===== config.mk =====
export PLATFORM = sky130hd
export DESIGN_NAME = store_buffer_drain
export DESIGN_NICKNAME = d
export VERILOG_FILES = /design/src/rtl/store_buffer_drain.sv
export SDC_FILE = /design/constraint.sdc
export NUM_CORES = 2
export LEC_CHECK = 0
export CAP_MARGIN = 40
export CORE_MARGIN = 2
export CORE_UTILIZATION = 40
export DETAILED_ROUTE_END_ITERATION = 12
export GPL_TIMING_DRIVEN = 1
export PLACE_DENSITY = 0.53
export REMOVE_ABC_BUFFERS = 1
export SKIP_LAST_GASP = 1
export SLEW_MARGIN = 0
export SYNTH_ARGS = -nofsm -noshare
export SYNTH_HDL_FRONTEND = slang
export SYNTH_SLANG_ARGS = --single-unit

===== constraint.sdc =====
create_clock -name clk -period 37.1 [get_ports clk]
set_clock_uncertainty 0.2 [all_clocks]
set_input_delay 5.565 -clock clk [delete_from_list [all_inputs] [get_ports clk]]
set_output_delay 5.565 -clock clk [all_outputs]
set_load 0.03 [all_outputs]

===== src/rtl/store_buffer_drain.sv =====
// Post-commit store buffer: drains committed stores to the data cache in order,
// one at a time, and answers a combinational store-to-load forwarding lookup.
module store_buffer_drain #(
  parameter int unsigned SB_DEPTH = 8
) (
  input  logic                      clk,
  input  logic                      rst,
  input  logic                      enq_valid,
  input  logic [31:0]               enq_addr,
  input  logic [31:0]               enq_data,
  input  logic [3:0]                enq_mask,
  output logic                      enq_ready,
  output logic [31:0]               dmem_addr,
  output logic [3:0]                dmem_wmask,
  output logic [31:0]               dmem_wdata,
  input  logic                      dmem_resp,
  input  logic [31:0]               ld_addr,
  input  logic [3:0]                ld_rmask,
  output logic                      fwd_hit,
  output logic [31:0]               fwd_data,
  output logic                      fwd_stall,
  output logic [$clog2(SB_DEPTH):0] count,
  output logic                      empty
);

  localparam int unsigned PW = $clog2(SB_DEPTH);
  localparam int unsigned CW = PW + 1;

  typedef enum logic {S_IDLE, S_WAIT_RESP} state_t;

  logic [31:2]   r_addr  [SB_DEPTH];
  logic [31:0]   r_data  [SB_DEPTH];
  logic [3:0]    r_mask  [SB_DEPTH];
  logic          r_sent  [SB_DEPTH];
  logic          r_valid [SB_DEPTH];
  logic [PW-1:0] r_head;
  logic [PW-1:0] r_tail;
  logic [CW-1:0] r_count;
  state_t        r_state;
  state_t        w_state_nxt;
  logic [31:0]   r_dmem_addr;
  logic [3:0]    r_dmem_wmask;
  logic [31:0]   r_dmem_wdata;

  logic          w_enq;
  logic          w_issue;
  logic          w_pop;
  logic          w_fwd_hit;
  logic          w_fwd_stall;
  logic [31:0]   w_fwd_data;
  logic          w_found;
  logic [PW-1:0] w_idx;
  logic          w_unused_addr_lsbs;

  // Byte offset within the word is carried by the masks, not the address.
  assign w_unused_addr_lsbs = ^{enq_addr[1:0], ld_addr[1:0]};

  assign enq_ready  = (r_count != CW'(SB_DEPTH));
  assign empty      = (r_count == '0);
  assign count      = r_count;
  assign w_enq      = enq_valid && enq_ready;
  assign dmem_addr  = r_dmem_addr;
  assign dmem_wmask = r_dmem_wmask;
  assign dmem_wdata = r_dmem_wdata;
  assign fwd_hit    = w_fwd_hit;
  assign fwd_stall  = w_fwd_stall;
  assign fwd_data   = w_fwd_data;

  always_ff @(posedge clk or posedge rst) begin
    if (rst) begin
      r_state <= S_IDLE;
    end else begin
      r_state <= w_state_nxt;
    end
  end

  always_comb begin
    w_state_nxt = r_state;
    w_issue     = 1'b0;
    w_pop       = 1'b0;
    case (r_state)
      S_IDLE: begin
        if ((r_count != '0) && !r_sent[r_head]) begin
          w_issue     = 1'b1;
          w_state_nxt = S_WAIT_RESP;
        end
      end
      S_WAIT_RESP: begin
        if (dmem_resp) begin
          w_pop       = 1'b1;
          w_state_nxt = S_IDLE;
        end
      end
      default: w_state_nxt = S_IDLE;
    endcase
  end

  always_ff @(posedge clk or posedge rst) begin
    if (rst) begin
      for (int unsigned i = 0; i < SB_DEPTH; i++) begin
        r_addr[i]  <= '0;
        r_data[i]  <= '0;
        r_mask[i]  <= '0;
        r_sent[i]  <= 1'b0;
        r_valid[i] <= 1'b0;
      end
      r_head       <= '0;
      r_tail       <= '0;
      r_count      <= '0;
      r_dmem_addr  <= '0;
      r_dmem_wmask <= '0;
      r_dmem_wdata <= '0;
    end else begin
      if (w_enq) begin
        r_addr[r_tail]  <= enq_addr[31:2];
        r_data[r_tail]  <= enq_data;
        r_mask[r_tail]  <= enq_mask;
        r_sent[r_tail]  <= 1'b0;
        r_valid[r_tail] <= 1'b1;
        r_tail          <= r_tail + PW'(1);
      end
      if (w_issue) begin
        r_sent[r_head] <= 1'b1;
        r_dmem_addr    <= {r_addr[r_head], 2'b00};
        r_dmem_wmask   <= r_mask[r_head];
        r_dmem_wdata   <= r_data[r_head];
      end
      if (w_pop) begin
        r_valid[r_head] <= 1'b0;
        r_head          <= r_head + PW'(1);
        r_dmem_addr     <= '0;
        r_dmem_wmask    <= '0;
        r_dmem_wdata    <= '0;
      end
      case ({w_enq, w_pop})
        2'b10:   r_count <= r_count + CW'(1);
        2'b01:   r_count <= r_count - CW'(1);
        default: r_count <= r_count;
      endcase
    end
  end

  // Walk from youngest (tail-1) to oldest; offset SB_DEPTH wraps onto tail,
  // which is the head when the buffer is full.
  always_comb begin
    w_fwd_hit   = 1'b0;
    w_fwd_stall = 1'b0;
    w_fwd_data  = '0;
    w_found     = 1'b0;
    w_idx       = '0;
    if (ld_rmask != '0) begin
      for (int unsigned i = 1; i <= SB_DEPTH; i++) begin
        w_idx = r_tail - PW'(i);
        if (!w_found && r_valid[w_idx] && (r_addr[w_idx] == ld_addr[31:2]) &&
            ((r_mask[w_idx] & ld_rmask) != '0)) begin
          w_found = 1'b1;
          if ((ld_rmask & ~r_mask[w_idx]) == '0) begin
            w_fwd_hit  = 1'b1;
            w_fwd_data = r_data[w_idx];
          end else begin
            w_fwd_stall = 1'b1;
          end
        end
      end
    end
  end

endmodule


# Word-level counts from Yosys, hierarchy flattened
# Index checks and enable logic that the tools add are counted.
# word_totals
regBits,623
latch_bits,0
ramBits,0
rom_bits,0
mem_count,0
# classes
n_addsub,11
mul,0
div,0
order_cmp,11
n_eq_ne,11
shift,0
mux,208
bitwise,40
n_reduce_logical,56
# ops
cell,n
two-way mux 32 bit,42
binary-select mux 32 bit (select 3 bit),9
binary-select mux 30 bit (select 3 bit),9
two-way mux 30 bit,19
bitwise mux 256 bit,1
bitwise mux 240 bit,1
equality test 30 bit,8
binary-select mux 4 bit (select 3 bit),9
demux 32 bit (select 3 bit),1
demux 30 bit (select 3 bit),1
two-way mux 4 bit,21
two-way mux 1 bit,76
bitwise AND 4 bit,16
nonzero test 4 bit,10
">= comparator 4 bit, second input constant",9
zero test 4 bit,9
inverter 3 -> 4 bit,9
bitwise mux 32 bit,1
two-way mux 8 bit,4
inverter 4 bit,8
binary-select mux 1 bit (select 3 bit),9
logical AND 1 bit,27
bitwise AND 8 bit,2
inverter 8 bit,2
18 further kinds,34

# Depth between registers and ports, before layout
# logic_depth
depth_word,52
ltp_mapped,28

# Least setup slack after synthesis
# No wires, ideal clock.
# synth_path
path_type,input to output
start,input ld_addr[16]
end,output fwd_data[0]
arrival_ps,9227
required_ps,31335
path_slack_ps,22108
cell_stages,14
path_buffers,3
path_cell_list,clkbuf_1 -> clkinv_1 -> o2bb2ai_1 -> or4_1 -> a221oi_2 -> nand4_1 -> nor4_4 -> and2_1 -> buf_2 -> clkbuf_1 -> a22oi_1 -> o21ai_0 -> a211oi_1 -> o32ai_1
# synth_via
elab_chain_len,47
word_cells_on_any_way,70
# synth_rtl
item,line_no,text
"start, declared",17,"input logic [31:0] ld_addr,"
equality test 30 bit,154,if (!w_found && r_valid[w_idx] && (r_addr[w_idx] == ld_addr[31:2]) &&
logical AND 1 bit (2 in a row),154,
two-way mux 1 bit,154,
two-way mux 1 bit,151,if (ld_rmask != '0) begin
zero test 1 bit,154,
logical AND 1 bit (3 in a row),154,
two-way mux 1 bit,154,
two-way mux 1 bit,151,
[... 24 more ...],-,
zero test 1 bit,154,
logical AND 1 bit (3 in a row),154,
two-way mux 1 bit,154,
two-way mux 1 bit,151,
zero test 1 bit,154,
logical AND 1 bit (3 in a row),154,
two-way mux 32 bit *,154,
two-way mux 32 bit *,151,
"end, declared",20,"output logic [31:0] fwd_data,"
# Every way passes the cells marked *; elsewhere a longest branch is shown, timed or not. The select of a mux whose other input is x is not followed.

# Final worst setup path
# layout_path
start,input ld_addr[27]
end,output fwd_data[20]
# Same word-level chain as after synthesis.

==> impl_summary.md <==
Outcome
The run finished with clean final reports.

Detailed routing
The length of the first detailed-routing pass in iterations is 6. The remaining number of nets flagged by the antenna check after routing is 0. Detailed routing inserted a total of 46,400 vias. The average vias per placed instance is 7.09. The initial DRC count is 5,107. The routed design has 229,000 um of wire. The number of design rule violations left after detail routing is 0.

After detailed routing, the average wire length per cell comes to 35.0 um.

Clocking
For this design, the CTS-stage hold fixing added 0 buffers. The library cell used as clock root buffer is sky130_fd_sc_hd__clkbuf_16. The later-pin clock latency in the skew report is 730 ps. The number of gates resized after CTS is 0. For this design, the sink count on the clock tree is 621.

The maximum clock insertion buffer count is 3. Once the clock tree was built, the setup fixing pass inserted 0 buffers. TritonCTS built the clock tree. After clock tree synthesis, the clock-pin slew on the worst setup and hold paths is 60 ps. In this run the number of H-tree levels came out at 3. Counting the buffers created by CTS gives 78.

Floorplan
The floorplan step defined a die boundary enclosing 0.139 mm2. The floorplan has 135 rows. In this run the horizontal extent of the chip is 373 um.

The initial utilization of the core area, before any placement, comes to 0.403. After floorplanning, the core was sized to cover 0.135 mm2. The number of top-level pins is 216. The die is 373 um tall.

Worst setup path
The data arrival time of the critical path is 12,010 ps. The worst reg2reg path startpoint is r_tail[0]$_DFFE_PP0P_. The path depth of the worst reg2reg path is 7. The worst register-to-register path ends at r_mask[2]$_DFFE_PP0P_.

The kind of end point of the critical path is an output pin. The start-to-end type of the worst setup path is in2out. For this design, the slowest cell found on the critical path is sky130_fd_sc_hd__clkdlybuf4s50_1. The data required time at the worst endpoint is 31,330 ps. Traced cell by cell, the critical path runs through clkdlybuf4s50_1 -> inv_1 -> xnor2_1 -> nor4_1 -> a41oi_1 -> nor4_1 -> nand4_1 -> nor2_2 -> or3_2 -> nor3_2 -> buf_4 -> or2_2 -> o31ai_1 -> clkdlybuf4s50_1. Along the worst path, the maximum fanout reaches 22. The launching instance or port of the critical path is ld_addr[27]. The largest single stage delay on the critical path is 960 ps. The critical path launch point type is a primary input. The reg-to-reg setup timing slack is 32,320 ps. The termination of the worst setup path is fwd_data[20].

STA
The portion of the clock cycle consumed by the worst path in the final layout is 0.479. For this run, the top clock speed supported by timing is 56.3 MHz. The final-layout worst hold slack is 307 ps.

Counting I/O delays and the setup requirement, the final critical path takes 17,780 ps. Headroom to the max-slew limit came out at 0.205. The number of pins with negative max-slew slack in the final report was 0. Setup violations remaining at the end of the flow were counted as 0. Setup repair after global routing left no endpoint under its margin. The final hold violation count came to 0. The final total negative setup slack is 0 ps. The slew of the pin with the lowest slew margin is 1190 ps.

Run
The max-cap violation count is 0.

Synth
The most instantiated flip-flop cell in the synthesis netlist is sky130_fd_sc_hd__dfrtp_1. The number of instances in the synthesized netlist is 4,769. The count of distinct cell types in the synthesized netlist is 103.

In this run the cell area of the synthesized design comes to 0.0545 mm2. A synthesized cell averages 11.4 um2. The largest total area in the synthesized netlist belongs to sky130_fd_sc_hd__dfrtp_1. After synthesis the netlist holds a flip-flop and latch count of 621. By area the synthesized netlist is led by sky130_fd_sc_hd__dfrtp_1 29%, sky130_fd_sc_hd__mux4_2 23%, sky130_fd_sc_hd__mux2_2 12%, sky130_fd_sc_hd__mux2i_1 6.0%, sky130_fd_sc_hd__nand2_1 3.4%.

The most instantiated library cell after synthesis is sky130_fd_sc_hd__dfrtp_1. After synthesis, the most frequently instantiated cells are 621 x sky130_fd_sc_hd__dfrtp_1, 600 x sky130_fd_sc_hd__mux2_2, 548 x sky130_fd_sc_hd__mux4_2. The count of flip-flops with a built-in enable after synthesis is 0.

The Yosys step of the flow raised 0 warnings. The fraction of the yosys area taken by sequential cells is 0.285. The area fraction of the dominant cell type after synthesis is 0.285. Counting flops with an async set or reset pin after synthesis yields a share of 1.00.

Global route
The via count of the first global-routing pass is 44,900. For this run the aggregate overflow at the end of global routing stands at 0. The maximum number of pins on one net before global-route repair is 181. The first global-routing pass estimated 332,000 um of wire. The overall fraction of global-route tracks in use is 0.323. The number of antenna violations at the first check in global routing is 19.

Placed design
The HPWL after detailed placement is 151,000 um. Routability-driven placement finished with a final weighted congestion of 1.06. The count of port buffers added during placement is 209.

Final layout
The core utilization of the finished layout is 0.448. From synthesis to final layout, the design area changed by 11.2%. The net count of the finished layout is 4,806.

In the final layout, the share of cells above drive strength 1 is 0.320.

Min path
The start point of the worst hold path is r_sent[3]$_DFF_PP0_. The kind of path behind the tightest hold check is reg2reg.
==> per-layer routing <==
layer,wire length [um],vias up,GRT usage
met2,104000,2588,0.498
met1,93600,24300,0.441
met4,10200,26,0.136
met5,172,-,0
li1,-,18900,-
met3,20600,516,0.0681
==> flip-flops by register name (all words and copies together), names as in the netlist <==
| register | count |
|---|---|
| dmem_addr | 30 |
| r_addr | 240 |
| r_tail | 3 |
| r_valid | 8 |
| r_mask | 32 |
| r_sent | 8 |
| dmem_wdata | 32 |
| r_state | 1 |
| count | 4 |
| dmem_wmask | 4 |
| r_data | 256 |
| r_head | 3 |
==> cell type report <==
type,instances,area (um2)
clock inverters,35,583
repair buffers,324,3280
fillers,12500,74700
flip-flops and latches,621,15600
multi-input cells,3613,36500
clock buffers,107,2250
inverters,49,196
diodes,6,15.0
well taps,1781,2230
==> worst max-delay path: cells and delay by family <==
| kind | cells | cell delay (ps) |
|---|---|---|
| AOI/OAI and AO/OA | 2 | 700 |
| buffers and inverters | 4 | 2380 |
| xor gates and xnor gates | 1 | 230 |
| and+or+nand+nor | 7 | 3100 |
==> worst min path at each step <==
stage                                end  depth (start not counted)
2_1_floorplan        r_sent[0]$_DFF_PP0_                          1
3_3_place_gp         r_sent[2]$_DFF_PP0_                          1
3_5_place_dp         r_sent[0]$_DFF_PP0_                          1
4_1_cts              r_sent[3]$_DFF_PP0_                          1
5_1_grt        dmem_addr[25]$_DFFE_PP0P_                          1
6_report             r_sent[3]$_DFF_PP0_                          1
==> per-stage QoR <==
stage	cell area (um2)	setup slack [ps]	std cells
floorplan	52000	-4690	4283
global placement	57400	19490	6368
detailed placement	57800	19470	6386
CTS	60600	19440	6528
global route	60600	19290	6532
finish	60600	19320	6536
==> placed cells by master, fill, tap and decap left out, types with 51 or more instances in the layout <==
master                              n
sky130_fd_sc_hd__a221oi_1         143
sky130_fd_sc_hd__nand2_1          487
sky130_fd_sc_hd__a31oi_1           55
sky130_fd_sc_hd__o21ai_0           51
sky130_fd_sc_hd__a21oi_1           94
sky130_fd_sc_hd__clkdlybuf4s50_1  209
sky130_fd_sc_hd__mux4_2           548
sky130_fd_sc_hd__mux2_2           600
sky130_fd_sc_hd__dfrtp_1          618
sky130_fd_sc_hd__clkbuf_16         79
sky130_fd_sc_hd__mux2i_1          326
sky130_fd_sc_hd__xnor2_1          162
sky130_fd_sc_hd__nand3_1           93
sky130_fd_sc_hd__a22oi_1          173
sky130_fd_sc_hd__o22ai_1           72
sky130_fd_sc_hd__a22o_1           108
sky130_fd_sc_hd__nor2_1           104
sky130_fd_sc_hd__buf_4             91
==> cells by family (layout without fill, tap and decap cells) <==
family / after synthesis / in the layout / share of synthesized area
AOI/OAI and AO/OA: 976 / 976 / 0.138
xor gates and xnor gates: 186 / 186 / 0.0300
adders and majority gates: 11 / 11 / 0.00266
buffers and inverters: 536 / 515 / 0.0499
DFF: 621 / 621 / 0.285
muxes: 1476 / 1476 / 0.411
other: 1 / 8 / 0.0000688
and+or+nand+nor: 962 / 962 / 0.0833
Power is left out: the tool's default activity adds up to more than one toggle a clock period on the data nets, which glitch-free logic cannot reach.
